<file path="config.mk">
export PLATFORM = sky130hd
export DESIGN_NAME = abaud_controller
export DESIGN_NICKNAME = d
export VERILOG_FILES = /design/src/rtl/abaud_controller.sv
export SDC_FILE = /design/constraint.sdc
export NUM_CORES = 1
export LEC_CHECK = 0
export BUFFER_PORTS_ARGS = -buffer_cell sky130_fd_sc_hd__buf_2
export CAP_MARGIN = 25
export CORE_ASPECT_RATIO = 0.7
export CORE_MARGIN = 1.5
export CORE_UTILIZATION = 43
export CTS_CLUSTER_SIZE = 14
export DETAILED_ROUTE_END_ITERATION = 10
export PLACE_DENSITY_LB_ADDON = 0.08
export SLEW_MARGIN = 15
export SYNTH_ARGS = -nofsm -noshare
export SYNTH_HDL_FRONTEND = slang
export SYNTH_SLANG_ARGS = --single-unit
</file>
<file path="constraint.sdc">
create_clock -name clk -period 3.1 [get_ports clk]
set_input_delay 0.62 -clock clk [delete_from_list [all_inputs] [get_ports clk]]
set_output_delay 0.62 -clock clk [all_outputs]
set_load 0.005 [all_outputs]
</file>
<file path="src/rtl/abaud_controller.sv">
// -----------------------------------------------------------------------------
// abaud_controller
//
// Auto-baud sequencer for the baud-rate generator path. On request it times a
// 0x55 sync character on the asynchronous receive line. It then derives the
// BRG reload value and the clock-divider tap select, loads both with a
// one-cycle strobe, and raises the receive interrupt flag.
//
// Ports
//   clk        in   1      system clock, rising edge
//   rst_n      in   1      synchronous reset, active low
//   abaud_req  in   1      level: 1 = run / keep running, 0 = abort / idle
//   uxrx       in   1      asynchronous serial line, idle high
//   clr_if     in   1      one-cycle pulse, clears uxrxif
//   brg_div    out  DIV_W  BRG reload value (registered)
//   clk_sel    out  2      divider tap select k (registered)
//   brg_load   out  1      one-cycle load strobe for brg_div / clk_sel
//   busy       out  1      high in WAIT_START, MEASURE, CALC and LOAD
//   done       out  1      one-cycle pulse on successful completion
//   err        out  1      one-cycle pulse on measurement failure
//   uxrxif     out  1      sticky auto-baud-complete interrupt flag
//
// States
//   S_IDLE       | waiting for abaud_req
//   S_WAIT_START | armed, waiting for the start-bit falling edge
//   S_MEASURE    | counting cycles until the 5th falling edge
//   S_CALC       | derive tap select and reload value from N
//   S_LOAD       | strobe brg_load/done and set uxrxif
// -----------------------------------------------------------------------------
module abaud_controller #(
  parameter int unsigned      CNT_W   = 20,
  parameter int unsigned      DIV_W   = 8,
  parameter logic [DIV_W-1:0] DIV_RST = 8'd53
) (
  input  logic             clk,
  input  logic             rst_n,
  input  logic             abaud_req,
  input  logic             uxrx,
  input  logic             clr_if,
  output logic [DIV_W-1:0] brg_div,
  output logic [1:0]       clk_sel,
  output logic             brg_load,
  output logic             busy,
  output logic             done,
  output logic             err,
  output logic             uxrxif
);

  typedef enum logic [2:0] {
    S_IDLE,
    S_WAIT_START,
    S_MEASURE,
    S_CALC,
    S_LOAD
  } state_t;

  localparam logic [CNT_W-1:0] CNT_MAX = '1;
  localparam logic [CNT_W:0]   ONE_N   = {{CNT_W{1'b0}}, 1'b1};
  // Largest accepted quotient: N >> (7+k) may equal 2**DIV_W, giving a
  // reload value of all ones.
  localparam logic [CNT_W:0]   DIV_LIM = ONE_N << DIV_W;

  state_t           state_q;
  logic             sync1_q;
  logic             sync2_q;
  logic             prev_q;
  logic             fe;
  logic [CNT_W-1:0] cnt_q;
  logic [2:0]       edges_q;
  logic [CNT_W:0]   n_q;
  logic [DIV_W-1:0] brg_div_q;
  logic [1:0]       clk_sel_q;
  logic             brg_load_q;
  logic             busy_q;
  logic             done_q;
  logic             err_q;
  logic             uxrxif_q;

  logic             calc_ok_d;
  logic [1:0]       clk_sel_d;
  logic [DIV_W-1:0] brg_div_d;
  logic [CNT_W:0]   quot;

  // Falling edge of the synchronized line.
  assign fe = prev_q & ~sync2_q;

  // Pick the smallest tap whose quotient fits. The loop runs from the top
  // tap down, so the last passing assignment is the smallest k.
  always_comb begin
    calc_ok_d = 1'b0;
    clk_sel_d = 2'd0;
    brg_div_d = '0;
    quot      = '0;
    for (int i = 3; i >= 0; i--) begin
      quot = n_q >> (7 + i);
      if (quot <= DIV_LIM) begin
        calc_ok_d = 1'b1;
        clk_sel_d = 2'(i);
        brg_div_d = DIV_W'(quot - ONE_N);
      end
    end
    // Less than one bit-time per 128 cycles cannot be represented.
    if ((n_q >> 7) == '0) begin
      calc_ok_d = 1'b0;
    end
  end

  always_ff @(posedge clk) begin
    if (!rst_n) begin
      state_q    <= S_IDLE;
      sync1_q    <= 1'b1;
      sync2_q    <= 1'b1;
      prev_q     <= 1'b1;
      cnt_q      <= '0;
      edges_q    <= '0;
      n_q        <= '0;
      brg_div_q  <= DIV_RST;
      clk_sel_q  <= 2'b01;
      brg_load_q <= 1'b0;
      busy_q     <= 1'b0;
      done_q     <= 1'b0;
      err_q      <= 1'b0;
      uxrxif_q   <= 1'b0;
    end else begin
      sync1_q    <= uxrx;
      sync2_q    <= sync1_q;
      prev_q     <= sync2_q;
      brg_load_q <= 1'b0;
      done_q     <= 1'b0;
      err_q      <= 1'b0;
      // A set in the same cycle (CALC branch below) overrides this clear.
      if (clr_if) begin
        uxrxif_q <= 1'b0;
      end

      case (state_q)
        S_IDLE: begin
          if (abaud_req) begin
            state_q <= S_WAIT_START;
            busy_q  <= 1'b1;
          end
        end

        S_WAIT_START: begin
          if (!abaud_req) begin
            state_q <= S_IDLE;
            busy_q  <= 1'b0;
          end else if (fe) begin
            state_q <= S_MEASURE;
            cnt_q   <= '0;
            edges_q <= 3'd1;
          end
        end

        S_MEASURE: begin
          if (!abaud_req) begin
            state_q <= S_IDLE;
            busy_q  <= 1'b0;
          end else if (fe && (edges_q == 3'd4)) begin
            n_q     <= {1'b0, cnt_q} + ONE_N;
            state_q <= S_CALC;
          end else if (cnt_q == CNT_MAX) begin
            err_q   <= 1'b1;
            state_q <= S_IDLE;
            busy_q  <= 1'b0;
          end else begin
            cnt_q <= cnt_q + 1'b1;
            if (fe) begin
              edges_q <= edges_q + 3'd1;
            end
          end
        end

        S_CALC: begin
          if (!abaud_req) begin
            state_q <= S_IDLE;
            busy_q  <= 1'b0;
          end else if (calc_ok_d) begin
            brg_div_q  <= brg_div_d;
            clk_sel_q  <= clk_sel_d;
            brg_load_q <= 1'b1;
            done_q     <= 1'b1;
            uxrxif_q   <= 1'b1;
            state_q    <= S_LOAD;
          end else begin
            err_q   <= 1'b1;
            state_q <= S_IDLE;
            busy_q  <= 1'b0;
          end
        end

        S_LOAD: begin
          state_q <= S_IDLE;
          busy_q  <= 1'b0;
        end

        default: begin
          state_q <= S_IDLE;
          busy_q  <= 1'b0;
        end
      endcase
    end
  end

  assign brg_div  = brg_div_q;
  assign clk_sel  = clk_sel_q;
  assign brg_load = brg_load_q;
  assign busy     = busy_q;
  assign done     = done_q;
  assign err      = err_q;
  assign uxrxif   = uxrxif_q;

endmodule

</file>
==> impl_metrics.csv <==
group,metric,value,unit
finish,area_growth,14.8,%
sta,period_needed,2.54,ns
sta,worst_slew_pin_slew,0.731,ns
routing,via_per_inst,5.84,
hold_path,worstHoldStart,"sync1_q",
floorplan,die_h,79.4,um
finish,drive_gt1_frac,0.132,
synth,syn-num-nets,470,
sta,finalSetupViolations,0,
power,internal_power,1.52,mW
synth,synth_largest_area_cell,"dfxtp_1",
placement,place.port_buffers,19,
global_routing,grt_use_met3,0.0509,
global_routing,grt_pass1_vias,3078,
clocking,htree_levels,3,
run,cap_viol_max_count,0,
routing,drtPass1Iterations,4,
sta,fin_crit_sh,0.820,
hold_path,hold_class,"reg -> reg",
clocking,ctsResizeCount,0,
worst_setup_path,cp.arrival,2.79,ns
synth,ys_ff_latch,57,
finish,fin_util,0.516,
power,p_total,1.90,mW
floorplan,die_area,0.00890,mm2
power,cellLeakagePower,1.68,nW
worst_setup_path,rrSetupSlack,0.56,ns
worst_setup_path,r2r-end,"brg_div[7]",
finish,mostFrequentLayoutCells,"dfxtp_1 (57), nor2_1 (45), nand2_1 (41)",
sta,fin_setup_tns,0,ns
worst_setup_path,rr_startpoint,"n_q[12]",
power,power_density,463,mW/mm2
power,switchingPower,0.385,mW
worst_setup_path,critPathMaxFanout,22,
worst_setup_path,critPathKind,"reg -> reg",
routing,drc_errors,0,
worst_setup_path,worstPathRequired,3.35,ns
clocking,cts.path.max_buffers,2,
global_routing,grt_remaining_overflow,0,
worst_setup_path,cp_top_family,"simple AND/OR/NAND/NOR gates",
floorplan,rows,27,
finish,mostFrequentLayoutCell,"dfxtp_1",
power,comb_power_share,0.020,
synth,async_reset_ff_frac,0,
global_routing,met2_usage,0.334,
sta,maxSlewViolCount,0,
global_routing,track_usage,0.234,
routing,drt-total-wl,9.84,mm
routing,vias,3376,
power,vdd_drop_max,0.338,mV
synth,ys_warn_count,0,
synth,synth_cell_types,63,
power,clock_power_share,0.591,
global_routing,grt_antenna_before_repair,0,
synth,syn_area,0.00358,mm2
global_routing,met1_usage,0.352,
floorplan,pin_count,20,
clocking,clkLatencyLatePin,0.33,ns
floorplan,core-area,0.00797,mm2
routing,routedWlPerCell,17.0,um
clocking,cts_setup_buffers,0,
worst_setup_path,crit_buf_inv,1,
sta,maxSlewHeadroom,0.512,
placement,gp_congestion,0.968,
placement,hpwl,7.06,mm
clocking,cts_root_buf,"clkbuf_16",
synth,syn_inst,454,
worst_setup_path,startpoint_type,"flop",
sta,fmax,393,MHz
clocking,cts_sinks,57,
floorplan,start_util,0.449,
worst_setup_path,crit_path_top_delay_cell,"or4_4",
sta,rsz0062_at_grt,"no",
synth,synth_area_leaders,"dfxtp_1 (32%), xnor2_1 (5.6%), o21ai_0 (4.9%)",
worst_setup_path,cpPeakStageDelay,0.61,ns
floorplan,die_w,112,um
hold_path,holdPathStages,1,
worst_setup_path,ff2ff_path_depth,7,
synth,synth_top_area_frac,0.318,
clocking,postCtsHoldBufs,0,
synth,synth_enable_flop_cells,0,
power,p_seq_frac,0.389,
synth,synthFlopType,"dfxtp_1",
finish,fill_cells,776,
finish,antennaDiodeCount,0,
sta,hold_violations,0,
finish,multi_input_area,0.00226,mm2
clocking,cts_buffers,9,
hold_path,whs_endpoint,"sync2_q",
worst_setup_path,crit_path_end_kind,"flop",
synth,synth-seq-area-share,0.318,
synth,syn_avg_cell_area,7.89,um2
worst_setup_path,crit_path_cell_trace,"or4_4 > o41ai_4 > nand2_4 > nor4_4 > buf_4 > nand2_1 > o32ai_2",
global_routing,busiest_layer,"met1",
global_routing,grt_max_degree,30,
routing,drt-initial-drc-count,252,
clocking,cts.reportedPaths.clkPinSlew,0.06,ns
outcome,status,"finished, final reports clean",
finish,num-nets-final,488,
clocking,cts_tree,"yes",
routing,ant_nets,0,
finish,regArea,0.00114,mm2
global_routing,grt_first_pass_wirelength,16.3,mm
power,switching_share,0.202,
sta,finClkSkew,0.00785,ns
## kinds of logic (layout without fill, tap and decap cells)
family | count (synthesis) | count (layout) | synth area share
simple gates | 184 | 184 | 0.263
compound gates | 121 | 121 | 0.226
flops | 57 | 57 | 0.318
buf+inv | 40 | 63 | 0.0520
xor+xnor | 38 | 38 | 0.0929
fa+ha+maj | 11 | 11 | 0.0384
mux | 3 | 3 | 0.00873
## sequential cells by signal, summed over array words and instances, names as in the netlist
signal	count
clk_sel	2
brg_div	8
busy	1
sync1_q	1
err	1
edges_q	3
done	1
cnt_q	20
sync2_q	1
prev_q	1
n_q	14
state_q	3
uxrxif	1
## final cells by class
| cell class | instances | share of cell area |
|---|---|---|
| multi-input combinational | 357 | 0.549 |
| sequential | 57 | 0.277 |
| clock buffer | 12 | 0.0648 |
| timing repair buffer | 32 | 0.0469 |
| tap | 101 | 0.0307 |
| clock inverter | 4 | 0.0179 |
| inverter | 15 | 0.0137 |
## synth_stat cells, types with 3 or more instances
cell	number
inv_1	14
nand4_1	7
ha_1	11
nand2_1	41
a21o_1	3
xnor2_1	23
a21oi_1	24
nor2_1	45
clkbuf_1	13
xor2_1	15
o21ai_0	35
nand3_1	23
o211ai_1	3
dfxtp_1	57
or3_1	5
or4_1	3
a31oi_1	11
buf_6	3
o31ai_1	4
nand2b_1	10
nor3b_1	3
and4_1	4
and2_1	4
o21a_1	5
a211oi_1	10
and3_1	7
nor2b_1	5
nor3_1	16
buf_2	8
## worst reg2reg max path, delay by kind of cell, from the launching register on
kind | cells | cell delay (ns)
AOI/OAI and AO/OA | 2 | 0.56
buffers and inverters | 1 | 0.30
and+or+nand+nor | 4 | 1.14
DFF | 1 | 0.44
## per-stage QoR
stage | hold WS, ns | instance area, um2 | worst slack (ns) | instances
global placement | 0.410 | 3770 | 0.653 | 562
detailed placement | 0.407 | 3770 | 0.573 | 562
finish | 0.421 | 4110 | 0.556 | 578
CTS | 0.428 | 4110 | 0.570 | 578
floorplan | 0.386 | 3580 | 0.876 | 454
global route | 0.442 | 4110 | 0.353 | 578
## how the worst max path moves through the flow
stage                     slack, ns  depth (start not counted)         end  startpoint
final                          0.56                          7  brg_div[7]     n_q[12]
after global placement         0.65                          7  brg_div[7]     n_q[12]
after detailed placement       0.57                          7  brg_div[7]     n_q[12]
after CTS                      0.57                          7  brg_div[7]     n_q[12]
after floorplan                0.88                         10  brg_div[0]     n_q[10]
after global routing           0.35                          7  brg_div[7]     n_q[12]
## per-layer routing
layer / up-vias / share of wire
met5: - / 0
met2: 113 / 0.40
met4: 0 / 0.0098
met1: 1586 / 0.53
met3: 11 / 0.067
li1: 1666 / -
## power by group through the flow
| stage | registers [mW] | clock network [mW] | logic [mW] |
|---|---|---|---|
| 6_report | 0.740 | 1.13 | 0.0384 |
| 5_1_grt | 0.740 | 1.18 | 0.0429 |
| 4_1_cts | 0.740 | 1.14 | 0.0385 |
| 3_5_place_dp | 0.755 | 0 | 0.0384 |
| 3_3_place_gp | 0.755 | 0 | 0.0384 |
| 2_1_floorplan | 0.754 | 0 | 0.0224 |
No activity file was read; power rests on OpenSTA's default activity.
